===== src/rtl/mem_arb_pkg.sv =====
// Shared definitions for the memory arbiter: grant-state encoding and the
// default starvation limit used when MEM_ARB_STARVE_GUARD_EN is defined.
package mem_arb_pkg;

  typedef enum logic [1:0] {
    S_IDLE = 2'd0,
    S_CPU  = 2'd1,
    S_DMA  = 2'd2
  } gnt_e;

  localparam int STARVE_LIMIT_DEF = 8;

endpackage


===== src/rtl/mem_arbiter.sv =====
// Single-port RAM arbiter between the core (fixed priority) and a DMA/video requester.
// Optional starvation guard enabled by defining MEM_ARB_STARVE_GUARD_EN.
module mem_arbiter
  import mem_arb_pkg::*;
#(
  parameter int ADDR_W = 16,
  parameter int DATA_W = 8
`ifdef MEM_ARB_STARVE_GUARD_EN
  ,
  parameter int STARVE_LIMIT = STARVE_LIMIT_DEF
`endif
) (
  input  logic              clock,
  input  logic              reset,
  input  logic              cpu_req,
  input  logic              cpu_we,
  input  logic [ADDR_W-1:0] cpu_address,
  input  logic [DATA_W-1:0] cpu_o_data,
  output logic [DATA_W-1:0] cpu_i_data,
  output logic              cpu_ready,
  input  logic              dma_req,
  input  logic              dma_we,
  input  logic [ADDR_W-1:0] dma_address,
  input  logic [DATA_W-1:0] dma_wdata,
  output logic              dma_gnt,
  output logic              dma_ack,
  output logic [DATA_W-1:0] dma_rdata,
  output logic [ADDR_W-1:0] mem_address,
  output logic              mem_we,
  output logic [DATA_W-1:0] mem_o_data,
  input  logic [DATA_W-1:0] mem_i_data,
  output logic [1:0]        last_gnt_dbg
);

  // Handshakes: a CPU access issues in any cycle with cpu_req=1 and cpu_ready=1,
  // its read data appears on cpu_i_data the following cycle. DMA holds dma_req
  // and its fields stable until dma_gnt=1; dma_ack pulses the cycle after dma_gnt
  // with dma_rdata valid.

  gnt_e              last_gnt;
  gnt_e              next_gnt;
  logic              cpu_gnt;
  logic              force_dma;
  logic [DATA_W-1:0] cpu_data_q;
  logic [DATA_W-1:0] dma_data_q;

`ifdef MEM_ARB_STARVE_GUARD_EN
  logic [3:0] starve_cnt;

  assign force_dma = dma_req && (starve_cnt >= 4'(STARVE_LIMIT));

  always_ff @(posedge clock) begin
    if (reset) begin
      starve_cnt <= 4'd0;
    end else if (!dma_req || dma_gnt) begin
      starve_cnt <= 4'd0;
    end else if (starve_cnt != 4'hF) begin
      starve_cnt <= starve_cnt + 4'd1;
    end
  end
`else
  assign force_dma = 1'b0;
`endif

  always_comb begin
    cpu_gnt     = 1'b0;
    dma_gnt     = 1'b0;
    next_gnt    = S_IDLE;
    mem_we      = 1'b0;
    if (!reset) begin
      if (force_dma)    dma_gnt = 1'b1;
      else if (cpu_req) cpu_gnt = 1'b1;
      else if (dma_req) dma_gnt = 1'b1;
    end
    if (cpu_gnt)      next_gnt = S_CPU;
    else if (dma_gnt) next_gnt = S_DMA;

    if (cpu_gnt)      mem_we = cpu_we;
    else if (dma_gnt) mem_we = dma_we;
    mem_address = dma_gnt ? dma_address : cpu_address;
    mem_o_data  = dma_gnt ? dma_wdata   : cpu_o_data;
    cpu_ready   = reset || !cpu_req || cpu_gnt;

    // Return path is qualified by reset so an issue cut off by reset never completes.
    dma_ack    = !reset && (last_gnt == S_DMA);
    cpu_i_data = reset ? '0 : ((last_gnt == S_CPU) ? mem_i_data : cpu_data_q);
    dma_rdata  = reset ? '0 : ((last_gnt == S_DMA) ? mem_i_data : dma_data_q);
  end

  always_ff @(posedge clock) begin
    if (reset) begin
      last_gnt   <= S_IDLE;
      cpu_data_q <= '0;
      dma_data_q <= '0;
    end else begin
      last_gnt <= next_gnt;
      if (last_gnt == S_CPU) cpu_data_q <= mem_i_data;
      if (last_gnt == S_DMA) dma_data_q <= mem_i_data;
    end
  end

  assign last_gnt_dbg = last_gnt;

endmodule


===== config.mk =====
export PLATFORM = sky130hd
export DESIGN_NAME = mem_arbiter
export DESIGN_NICKNAME = d
export VERILOG_FILES = /design/src/rtl/mem_arb_pkg.sv /design/src/rtl/mem_arbiter.sv
export SDC_FILE = /design/constraint.sdc
export NUM_CORES = 1
export LEC_CHECK = 0
export ABC_AREA = 1
export BUFFER_PORTS_ARGS = -buffer_cell sky130_fd_sc_hd__buf_4
export CAP_MARGIN = 20
export CORE_ASPECT_RATIO = 1.4
export CORE_MARGIN = 3
export CORE_UTILIZATION = 36
export DETAILED_ROUTE_END_ITERATION = 10
export HOLD_SLACK_MARGIN = 0.12
export PLACE_DENSITY = 0.83
export SKIP_LAST_GASP = 1
export SLEW_MARGIN = 25
export SYNTH_ARGS = -nofsm -noshare
export SYNTH_HDL_FRONTEND = slang
export SYNTH_SLANG_ARGS = --single-unit

===== constraint.sdc =====
create_clock -name clock -period 1.5 [get_ports clock]
set_clock_uncertainty 0.2 [all_clocks]
set_input_delay 0.075 -clock clock [delete_from_list [all_inputs] [get_ports clock]]
set_output_delay 0.075 -clock clock [all_outputs]
set_load 0.005 [all_outputs]

# Word level (Yosys, flattened, before mapping)
# Cells that the tools add are included.
totals:
  regBits: 18
  out_inout_bits: 46
  word_cells: 27
classes:
  n_eq_ne: 2
  mux: 15
  reduce_logical: 6
ops:
  columns: ["op", "count"]
  rows:
  - ["8-bit 2-to-1 mux", 5]
  - ["16-bit 2-to-1 mux", 1]
  - ["1-bit 2-to-1 mux", 8]
  - ["2-bit by 1-bit equality test with 1-bit output (second input constant)", 1]
  - ["2-bit equality test (second input constant)", 1]
  - ["1-bit zero test", 2]
  - ["1-bit logical OR", 2]
  - ["2-bit 2-to-1 mux", 1]
  - ["2-bit OR reduction", 1]
  - ["1-bit logical AND", 1]

# Logic depth before layout (Yosys ltp)
# Gate-level depths: netlist (run 1).
depth:
  word_depth: 5
  depth_mapped: 5
  ltp_nobuf: 4

# Least setup slack after synthesis (run 1)
# Ideal clock, no wire load.
synth_timing:
  path_type: "register -> register"
  start: "register last_gnt[1], in the netlist last_gnt_dbg[1]"
  end: "register dma_data_q[0]"
  setup_time_ps: 83
  arrival_ps: 904
  slack_ps: 313
  path_stages_with_launch: 6
  n_path_buf: 1
  synth_period_minus_slack_ps: 1187
  path_cell_list: "dfxtp_1 -> buf_4 -> inv_2 -> nor2_4 -> nor2_1 -> nor2_1"
synth_between:
  elab_chain_len: 3
synth_lines:
  columns: ["element", "line", "source"]
  rows:
  - ["from (decl)", "mem_arbiter.sv:40", "gnt_e last_gnt;"]
  - ["from (signal assigned)", "mem_arbiter.sv:96", "last_gnt <= next_gnt;"]
  - ["2-bit equality test", null, null]
  - ["8-bit 2-to-1 mux (2 in a row)", null, null]
  - ["named net dma_rdata[0]", "mem_arbiter.sv:27", "output logic [DATA_W-1:0] dma_rdata,"]
  - ["to (signal assigned)", "mem_arbiter.sv:98", "if (last_gnt == S_DMA) dma_data_q <= mem_i_data;"]
  - ["to (decl)", "mem_arbiter.sv:45", "logic [DATA_W-1:0] dma_data_q;"]
# The timed path passes the listed nets, and every way through them passes these cells.
# A chain may end at the register's enable or synchronous reset.

# Worst setup path after layout (run 1)
layout_timing:
  start: "register last_gnt[0], in the netlist last_gnt_dbg[0]"
  end: "output dma_rdata[6]"
layout_between:
  elab_chain_len: 3
layout_lines:
  columns: ["element", "line", "source"]
  rows:
  - ["2-bit equality test", "mem_arbiter.sv:87", "dma_rdata = reset ? '0 : ((last_gnt == S_DMA) ? mem_i_data : dma_data_q);"]
  - ["8-bit 2-to-1 mux (2 in a row)", null, null]
  - ["to (decl)", "mem_arbiter.sv:27", null]
# No other way between the ends.

==> results of run 1 <==
-- state kept, by name, summed over array words and instances, names as in the netlist --
register / count
cpu_data_q: 8
dma_data_q: 8
last_gnt_dbg: 2
-- cell usage after synthesis --
| master | count |
|---|---|
| sky130_fd_sc_hd__nor2_1 | 33 |
| sky130_fd_sc_hd__nand3_1 | 41 |
| sky130_fd_sc_hd__inv_2 | 2 |
| sky130_fd_sc_hd__nor2_2 | 1 |
| sky130_fd_sc_hd__nor3_1 | 1 |
| sky130_fd_sc_hd__buf_2 | 5 |
| sky130_fd_sc_hd__nand2_4 | 1 |
| sky130_fd_sc_hd__conb_1 | 1 |
| sky130_fd_sc_hd__nor2_4 | 2 |
| sky130_fd_sc_hd__buf_6 | 2 |
| sky130_fd_sc_hd__inv_1 | 12 |
| sky130_fd_sc_hd__nand2_1 | 66 |
| sky130_fd_sc_hd__dfxtp_1 | 18 |
| sky130_fd_sc_hd__buf_4 | 4 |
-- worst reg2reg max path: cells and delay by family (launching register included) --
family / cells / cell delay (ns)
simple gates: 3 / 0.48
flops: 1 / 0.33
buf+inv: 2 / 0.28
-- area by class of cell --
cell class / count / share of cell area (%)
timing repair buffer: 128 / 45.64
multi-input combinational: 146 / 31.68
sequential: 18 / 16.23
inverter: 14 / 2.557
tap: 37 / 2.057
clock buffer: 3 / 1.834
-- worst max path at each step --
stage / startpoint / endpoint / slack, ns / cells after the start
final: last_gnt_dbg[0] / dma_rdata[6] / -0.12 / 5
after global routing: last_gnt_dbg[0] / dma_rdata[6] / -0.16 / 5
after CTS: last_gnt_dbg[0] / dma_rdata[6] / -0.04 / 5
after detailed placement: last_gnt_dbg[1] / dma_rdata[6] / 0.16 / 5
after global placement: last_gnt_dbg[1] / dma_rdata[0] / 0.21 / 5
after floorplan: last_gnt_dbg[1] / dma_data_q[0] / 0.31 / 5
-- layer usage --
metal	wire (um)	vias to the layer above
met1	1692	753
li1	-	828
met2	2445	124
met4	177	0
met5	0	-
met3	542	19
-- cells by family (layout without fill, tap and decap cells) --
group,count (synthesis),after routing,share of synthesized area (%)
buf+inv,25,145,11.66
flops,18,18,32.29
other cells,1,1,0.3360
simple gates,145,145,55.72
-- through the flow --
| stage | TNS [ns] | power (mW) | worst slack, ns | utilization [%] | hold slack, ns |
|---|---|---|---|---|---|
| finish | -0.4113 | 1.373 | -0.1156 | 77.44 | 0.08571 |
| global route | -1.339 | 1.441 | -0.1623 | 77.44 | 0.1330 |
| CTS | -0.07002 | 1.342 | -0.03949 | 74.17 | 0.1360 |
| detailed placement | 0 | 0.9685 | 0.1573 | 66.16 | 0.1105 |
| global placement | 0 | 0.9610 | 0.2061 | 66.16 | 0.09997 |
| floorplan | 0 | 0.6971 | 0.3128 | - | -0.04241 |
-- where the power goes --
part	internal (mW)	total (mW)	switching, mW	leakage (nW)
sequential	0.505	0.516	0.0115	0.149
clock	0.179	0.336	0.157	0.0216
combinational	0.294	0.521	0.227	1.09
total	0.978	1.37	0.395	1.26
-- repair_timing --
action | in CTS | in global routing
pin swaps | 8 | 17
endpoints found under the hold margin | 18 | 0
setup endpoints to repair | 16 | 18
hold buffers | 11 | 0
gates resized for setup | 12 | 21
setup buffers | 4 | 3
==> metrics.json, run 1 <==
{
  "cp_max_fo": {"value": 8},
  "area_growth_syn_to_layout": {"value": 101.7, "unit": "%"},
  "setup_viol": {"value": 13},
  "met2_usage": {"value": 42.96, "unit": "%"},
  "placed_cells_incl_taps": {"value": 325},
  "layout.cells.most_common_list": {"value": "sky130_fd_sc_hd__buf_4, sky130_fd_sc_hd__nand2_1, sky130_fd_sc_hd__nand3_1"},
  "critical-path-top-cell-by-count": {"value": "sky130_fd_sc_hd__nor2_1"},
  "timing.critical_path.cells": {"value": "buf_6 -> nor2_4 -> nor2_1 -> nor2_1 -> buf_4"},
  "met1_track_usage_gr": {"value": 24.78, "unit": "%"},
  "post_synth_num_cell_types": {"value": 14},
  "critical_path_buf_inv_count": {"value": 2},
  "worst_slew_margin_rel": {"value": 66.25, "unit": "%"},
  "finalCritPeriodShare": {"value": 107.7, "unit": "%"},
  "drt.antenna.violating_nets": {"value": 0},
  "reg2reg_from": {"value": "last_gnt_dbg[0]"},
  "maximum_ir_drop_on_the_vdd_rail": {"value": 0.0004927, "unit": "V"},
  "die_height": {"value": 71.88, "unit": "um"},
  "num-fill-cells": {"value": 208},
  "result_of_the_run": {"value": "finished with violations"},
  "timing_hold_violations_final": {"value": 0},
  "clock.fmax": {"value": 619.0, "unit": "MHz"},
  "fp.dieArea": {"value": 0.003814, "unit": "mm2"},
  "min_path_type": {"value": "input port to flip-flop"},
  "cts-buffers-inserted": {"value": 3},
  "gate_count_of_the_mapped_netlist": {"value": 189},
  "synth_sequential_area_ratio": {"value": 32.29, "unit": "%"},
  "most_common_cell_after_layout_fill_and_taps_aside": {"value": "sky130_fd_sc_hd__buf_4"},
  "route.vias.total": {"value": 1724},
  "syn-num-nets": {"value": 251},
  "post_route_cells_drive_above_1_share": {"value": 48.22, "unit": "%"},
  "detailed_place_hpwl": {"value": 3.302, "unit": "mm"},
  "detailedRoute.firstPassIterationCount": {"value": 7},
  "total_area_of_multi_input_combinational_cells": {"value": 713.2, "unit": "um2"},
  "worstMarginPinSlew": {"value": 0.5057, "unit": "ns"},
  "post_drt_via_cell_ratio": {"value": 4.983},
  "grt_first_pass_wirelength": {"value": 6.893, "unit": "mm"},
  "kind_of_start_point_of_the_critical_path": {"value": "flip-flop"},
  "hold_end": {"value": "last_gnt_dbg[0]"},
  "ports": {"value": 108},
  "worst-setup-path-type": {"value": "flip-flop to output port"},
  "area_leader_netlist": {"value": "sky130_fd_sc_hd__dfxtp_1"},
  "cts_buffer_depth": {"value": 2},
  "gr-max-usage-layer": {"value": "met2"},
  "critPathTopFamily": {"value": "simple AND/OR/NAND/NOR gates"},
  "hold_sp": {"value": "cpu_req"},
  "timing.reg2reg.setup_slack": {"value": 0.16, "unit": "ns"},
  "latest_clock_arrival_within_the_worst_skew_pair": {"value": 0.26, "unit": "ns"},
  "cpPeakStageDelay": {"value": 0.33, "unit": "ns"},
  "route.detailed.wl_per_inst": {"value": 14.04, "unit": "um"},
  "leakagePower": {"value": 1.257, "unit": "nW"},
  "ff_latch_area": {"value": 365.4, "unit": "um2"},
  "reg2regPathDepth": {"value": 5},
  "sink_count_of_the_clock_tree": {"value": 18},
  "worst_hold_path_depth": {"value": 4},
  "final-instance-count-excl-fill": {"value": 346},
  "h-tree-depth": {"value": 1},
  "first_global_vias": {"value": 1614},
  "start_util": {"value": 38.40, "unit": "%"},
  "min_period": {"value": 1.616, "unit": "ns"},
  "grtUsageTotal": {"value": 23.57, "unit": "%"},
  "netlist.area_leader.share": {"value": 32.29, "unit": "%"},
  "floorplan.core_area": {"value": 0.002907, "unit": "mm2"},
  "power-per-cell-area": {"value": 610.1, "unit": "mW/mm2"},
  "number_of_rows_in_the_core_area": {"value": 23},
  "layout.nets": {"value": 373},
  "cp-end-kind": {"value": "output port"},
  "rsz0062_at_grt": {"value": "yes"},
  "syn-mean-instance-area": {"value": 5.905, "unit": "um2"},
  "violations_in_the_final_reports": {"value": "setup timing"},
  "worst_slack": {"value": -0.1156, "unit": "ns"},
  "cp_data_required_time": {"value": 1.22, "unit": "ns"},
  "finish.instance_area": {"value": 0.002251, "unit": "mm2"},
  "mappedNetlistArea": {"value": 0.001116, "unit": "mm2"},
  "cts.root.buffer_cell": {"value": "sky130_fd_sc_hd__clkbuf_8"},
  "place_area": {"value": 0.001923, "unit": "mm2"},
  "chipWidth": {"value": 53.06, "unit": "um"},
  "num_antenna_cells": {"value": 0},
  "grt_max_degree": {"value": 27},
  "cap_violations": {"value": 0},
  "drv_slew": {"value": 0},
  "number_of_drc_violations_after_detailed_routing_iteration_0": {"value": 52},
  "ys_seq_elements": {"value": 18},
  "timing.critical_path.slowest_stage_cell": {"value": "sky130_fd_sc_hd__dfxtp_2"},
  "synth_top_cells_by_area": {"value": "sky130_fd_sc_hd__dfxtp_1, sky130_fd_sc_hd__nand2_1, sky130_fd_sc_hd__nand3_1, sky130_fd_sc_hd__nor2_1, sky130_fd_sc_hd__inv_1"},
  "buffer_ports.inserted": {"value": 106},
  "tritoncts_clock_tree": {"value": "done"},
  "grt_antenna_before_repair": {"value": 0},
  "finalWeightedCongestion": {"value": 0.8351},
  "drc": {"value": 0},
  "clk_pin_slew_worst_paths": {"value": 0.06, "unit": "ns"},
  "groute.layer.met3.usage": {"value": 6.653, "unit": "%"},
  "yosys_warnings": {"value": 0},
  "totalWireLength": {"value": 4.857, "unit": "mm"},
  "worst_r2r_endpoint": {"value": "dma_data_q[6]"},
  "overflow": {"value": 0},
  "critical_path_arrival": {"value": 1.34, "unit": "ns"}
}
(Power assumes the default switching activity.)
==> inputs of run 2 (changes only) <==
--- a/config.mk
+++ b/config.mk
@@ -10,10 +10,11 @@
 export CAP_MARGIN = 20
 export CORE_ASPECT_RATIO = 1.4
 export CORE_MARGIN = 3
-export CORE_UTILIZATION = 36
+export CORE_UTILIZATION = 37
+export CTS_BUF_LIST = sky130_fd_sc_hd__clkbuf_4 sky130_fd_sc_hd__clkbuf_8
 export DETAILED_ROUTE_END_ITERATION = 10
 export HOLD_SLACK_MARGIN = 0.12
-export PLACE_DENSITY = 0.83
+export PLACE_DENSITY = 0.85
 export SKIP_LAST_GASP = 1
 export SLEW_MARGIN = 25
 export SYNTH_ARGS = -nofsm -noshare
==> metrics.json, run 2 (synthesized netlist as in run 1, its figures left out) <==
{
  "result_of_the_run": {"value": "finished with violations"},
  "violations_in_the_final_reports": {"value": "setup timing"},
  "total_power": {"value": 1.268, "unit": "mW", "change": "-7.7%"},
  "cp-end-kind": {"value": "output port"},
  "ff_latch_area": {"value": 365.4, "unit": "um2", "change": "unchanged"},
  "latest_clock_arrival_within_the_worst_skew_pair": {"value": 0.29, "unit": "ns", "change": "+0.03 ns"},
  "cp_max_fo": {"value": 8, "change": "unchanged"},
  "timing.critical_path.from": {"value": "last_gnt_dbg[0]"},
  "setup_total_negative_slack": {"value": -1.020, "unit": "ns", "change": "-0.6085 ns"},
  "detailedRoute.firstPassIterationCount": {"value": 4, "change": "-3"},
  "worst_slack": {"value": -0.1358, "unit": "ns", "change": "-0.02024 ns"},
  "detailed_place_hpwl": {"value": 3.265, "unit": "mm", "change": "-1.1%"},
  "clock.fmax": {"value": 611.3, "unit": "MHz", "change": "-1.2%"},
  "cts-buffers-inserted": {"value": 3, "change": "unchanged"},
  "rsz0062_at_grt": {"value": "yes"},
  "cp_data_required_time": {"value": 1.22, "unit": "ns", "change": "about the same"},
  "grt_antenna_before_repair": {"value": 0, "change": "unchanged"},
  "p_int": {"value": 890.6, "unit": "uW", "change": "-8.9%"},
  "seqPwrFrac": {"value": 40.7, "unit": "%", "change": "+3.1 points"},
  "min_period": {"value": 1.636, "unit": "ns", "change": "+0.02024 ns"},
  "min_path_type": {"value": "input port to flip-flop"},
  "cts_buffer_depth": {"value": 2, "change": "unchanged"},
  "cts.root.buffer_cell": {"value": "sky130_fd_sc_hd__clkbuf_4"},
  "worst-setup-path-type": {"value": "flip-flop to output port"},
  "number_of_drc_violations_after_detailed_routing_iteration_0": {"value": 72, "change": "+38%"},
  "kind_of_start_point_of_the_critical_path": {"value": "flip-flop"},
  "floorplan.core_area": {"value": 0.002753, "unit": "mm2", "change": "-5.3%"},
  "first_global_vias": {"value": 1550, "change": "-4.0%"},
  "finalWeightedCongestion": {"value": 0.8583, "change": "+2.8%"},
  "finalCritPeriodShare": {"value": 109.1, "unit": "%", "change": "+1.3 points"},
  "finish.instance_area": {"value": 0.002206, "unit": "mm2", "change": "-2.0%"},
  "sink_count_of_the_clock_tree": {"value": 18, "change": "unchanged"},
  "start_util": {"value": 40.55, "unit": "%", "change": "+2.1 points"},
  "layout.cells.most_common_list": {"value": "sky130_fd_sc_hd__buf_4, sky130_fd_sc_hd__nand2_1, sky130_fd_sc_hd__nand3_1"},
  "number_of_rows_in_the_core_area": {"value": 22, "change": "-4.3%"},
  "layout.nets": {"value": 380, "change": "+1.9%"},
  "leakagePower": {"value": 1.263, "unit": "nW", "change": "+0.48%"},
  "power-per-cell-area": {"value": 574.6, "unit": "mW/mm2", "change": "-5.8%"},
  "chipWidth": {"value": 52.42, "unit": "um", "change": "-1.2%"},
  "reg2reg_from": {"value": "last_gnt_dbg[0]"},
  "drc": {"value": 0, "change": "unchanged"},
  "postLayoutCoreUtil": {"value": 80.14, "unit": "%", "change": "+2.7 points"},
  "area_growth_syn_to_layout": {"value": 97.65, "unit": "%"},
  "grt_max_degree": {"value": 27, "change": "unchanged"},
  "switchingPower": {"value": 377.0, "unit": "uW", "change": "-4.6%"},
  "route.vias.total": {"value": 1678, "change": "-2.7%"},
  "holdWs": {"value": 0.1222, "unit": "ns", "change": "+0.03647 ns"},
  "cap_violations": {"value": 0, "change": "unchanged"},
  "tritoncts_clock_tree": {"value": "done"},
  "num-fill-cells": {"value": 217, "change": "+4.3%"},
  "post_drt_via_cell_ratio": {"value": 4.767, "change": "-4.3%"},
  "timing.reg2reg.setup_slack": {"value": 0.06, "unit": "ns", "change": "-0.10 ns"},
  "fp.dieArea": {"value": 0.003721, "unit": "mm2", "change": "-2.4%"},
  "overflow": {"value": 0, "change": "unchanged"},
  "total_area_of_multi_input_combinational_cells": {"value": 663.1, "unit": "um2", "change": "-7.0%"},
  "logic_pwr_share": {"value": 40.3, "unit": "%", "change": "+2.3 points"},
  "ports": {"value": 108, "change": "unchanged"},
  "hold_sp": {"value": "reset"},
  "timing_hold_violations_final": {"value": 0, "change": "unchanged"},
  "drv_slew": {"value": 0, "change": "unchanged"},
  "route.detailed.wl_per_inst": {"value": 13.38, "unit": "um", "change": "-4.7%"},
  "clk_pin_slew_worst_paths": {"value": 0.10, "unit": "ns", "change": "+0.04 ns"},
  "setup_viol": {"value": 16, "change": "+3"},
  "h-tree-depth": {"value": 1, "change": "unchanged"},
  "critical_path_arrival": {"value": 1.36, "unit": "ns", "change": "+0.02 ns"},
  "grt_first_pass_wirelength": {"value": 6.672, "unit": "mm", "change": "-3.2%"},
  "post_route_cells_drive_above_1_share": {"value": 46.52, "unit": "%", "change": "-1.7 points"},
  "die_height": {"value": 70.99, "unit": "um", "change": "-1.2%"},
  "drt.antenna.violating_nets": {"value": 0, "change": "unchanged"},
  "buffer_ports.inserted": {"value": 106, "change": "unchanged"},
  "most_common_cell_after_layout_fill_and_taps_aside": {"value": "sky130_fd_sc_hd__buf_4"},
  "switch_share": {"value": 29.74, "unit": "%", "change": "+0.96 points"},
  "place_area": {"value": 0.001917, "unit": "mm2", "change": "-0.32%"},
  "clockPowerShare": {"value": 19.0, "unit": "%", "change": "-5.4 points"},
  "maximum_ir_drop_on_the_vdd_rail": {"value": 0.0003799, "unit": "V", "change": "-23%"},
  "num_antenna_cells": {"value": 0, "change": "unchanged"},
  "totalWireLength": {"value": 4.710, "unit": "mm", "change": "-3.0%"},
  "grtUsageTotal": {"value": 23.01, "unit": "%", "change": "-0.56 points"}
}
-- run 2: cell count changes in the layout (fill, tap and decap cells not counted), moves of 2 or more --
cell / change
sky130_fd_sc_hd__buf_4: +10
sky130_fd_sc_hd__nand2_2: -3
sky130_fd_sc_hd__buf_12: -2
sky130_fd_sc_hd__nand3_1: +5
sky130_fd_sc_hd__clkbuf_8: -3
sky130_fd_sc_hd__nand2_1: +3
sky130_fd_sc_hd__nand3_4: -2
sky130_fd_sc_hd__nand3_2: -3
sky130_fd_sc_hd__clkbuf_4: +3
-- run 2: what timing repair did --
action                                  in CTS  in global routing
resized for setup                           10                 13
endpoints found under the hold margin       16                  0
buffers inserted                             8                  6
pin swaps                                   17                 10
hold buffers                                10                  0
endpoints found under the setup margin      16                 18
-- run 2: worst max-delay path: stages (launching register included) --
cell and delay [ns]:
sky130_fd_sc_hd__dfxtp_2 0.35, sky130_fd_sc_hd__buf_6 0.12, sky130_fd_sc_hd__nor2_4 0.20, sky130_fd_sc_hd__buf_6 0.13
sky130_fd_sc_hd__nor2_2 0.03, sky130_fd_sc_hd__nor2_2 0.11, sky130_fd_sc_hd__buf_4 0.13
-- run 2: final cells by class --
| class | instances | share of cell area [%] |
|---|---|---|
| inverter | 14 | 2.723 |
| timing repair buffer | 135 | 47.59 |
| tap | 36 | 2.042 |
| sequential | 18 | 16.56 |
| multi-input combinational | 146 | 30.06 |
| clock buffer | 3 | 1.021 |
-- run 2: power by group through the flow --
stage                     clock network [mW]  registers [mW]  logic [mW]
after floorplan                            0           0.522       0.175
after global placement                     0           0.524       0.434
after detailed placement                   0           0.525       0.440
after CTS                              0.238           0.515       0.477
after global routing                   0.252           0.518       0.555
final                                  0.241           0.516       0.511
-- run 2: final timing paths --
kind / cells after the start / endpoint
hold / removal: 4 / dma_data_q[5]
setup reg to reg: 7 / dma_data_q[4]
setup / recovery: 6 / dma_rdata[0]
hold reg to reg: 2 / cpu_data_q[0]
-- run 2: layer usage --
layer / share of wire [%] / wire length (um) / track usage [%] / vias to the layer above
li1: - / - / - / 841
met1: 35 / 1662 / 24.17 / 720
met2: 51 / 2423 / 44.61 / 103
met3: 10 / 484 / 4.632 / 14
met4: 3.0 / 140 / 5.114 / 0
met5: 0 / 0 / 0 / -
-- run 2: stage by stage --
step | worst slack, ns | std cells
after floorplan | 0.3128 | 189
after global placement | 0.1978 | 325
after detailed placement | 0.1625 | 325
after CTS | -0.05493 | 346
after global routing | -0.1760 | 352
final | -0.1358 | 352
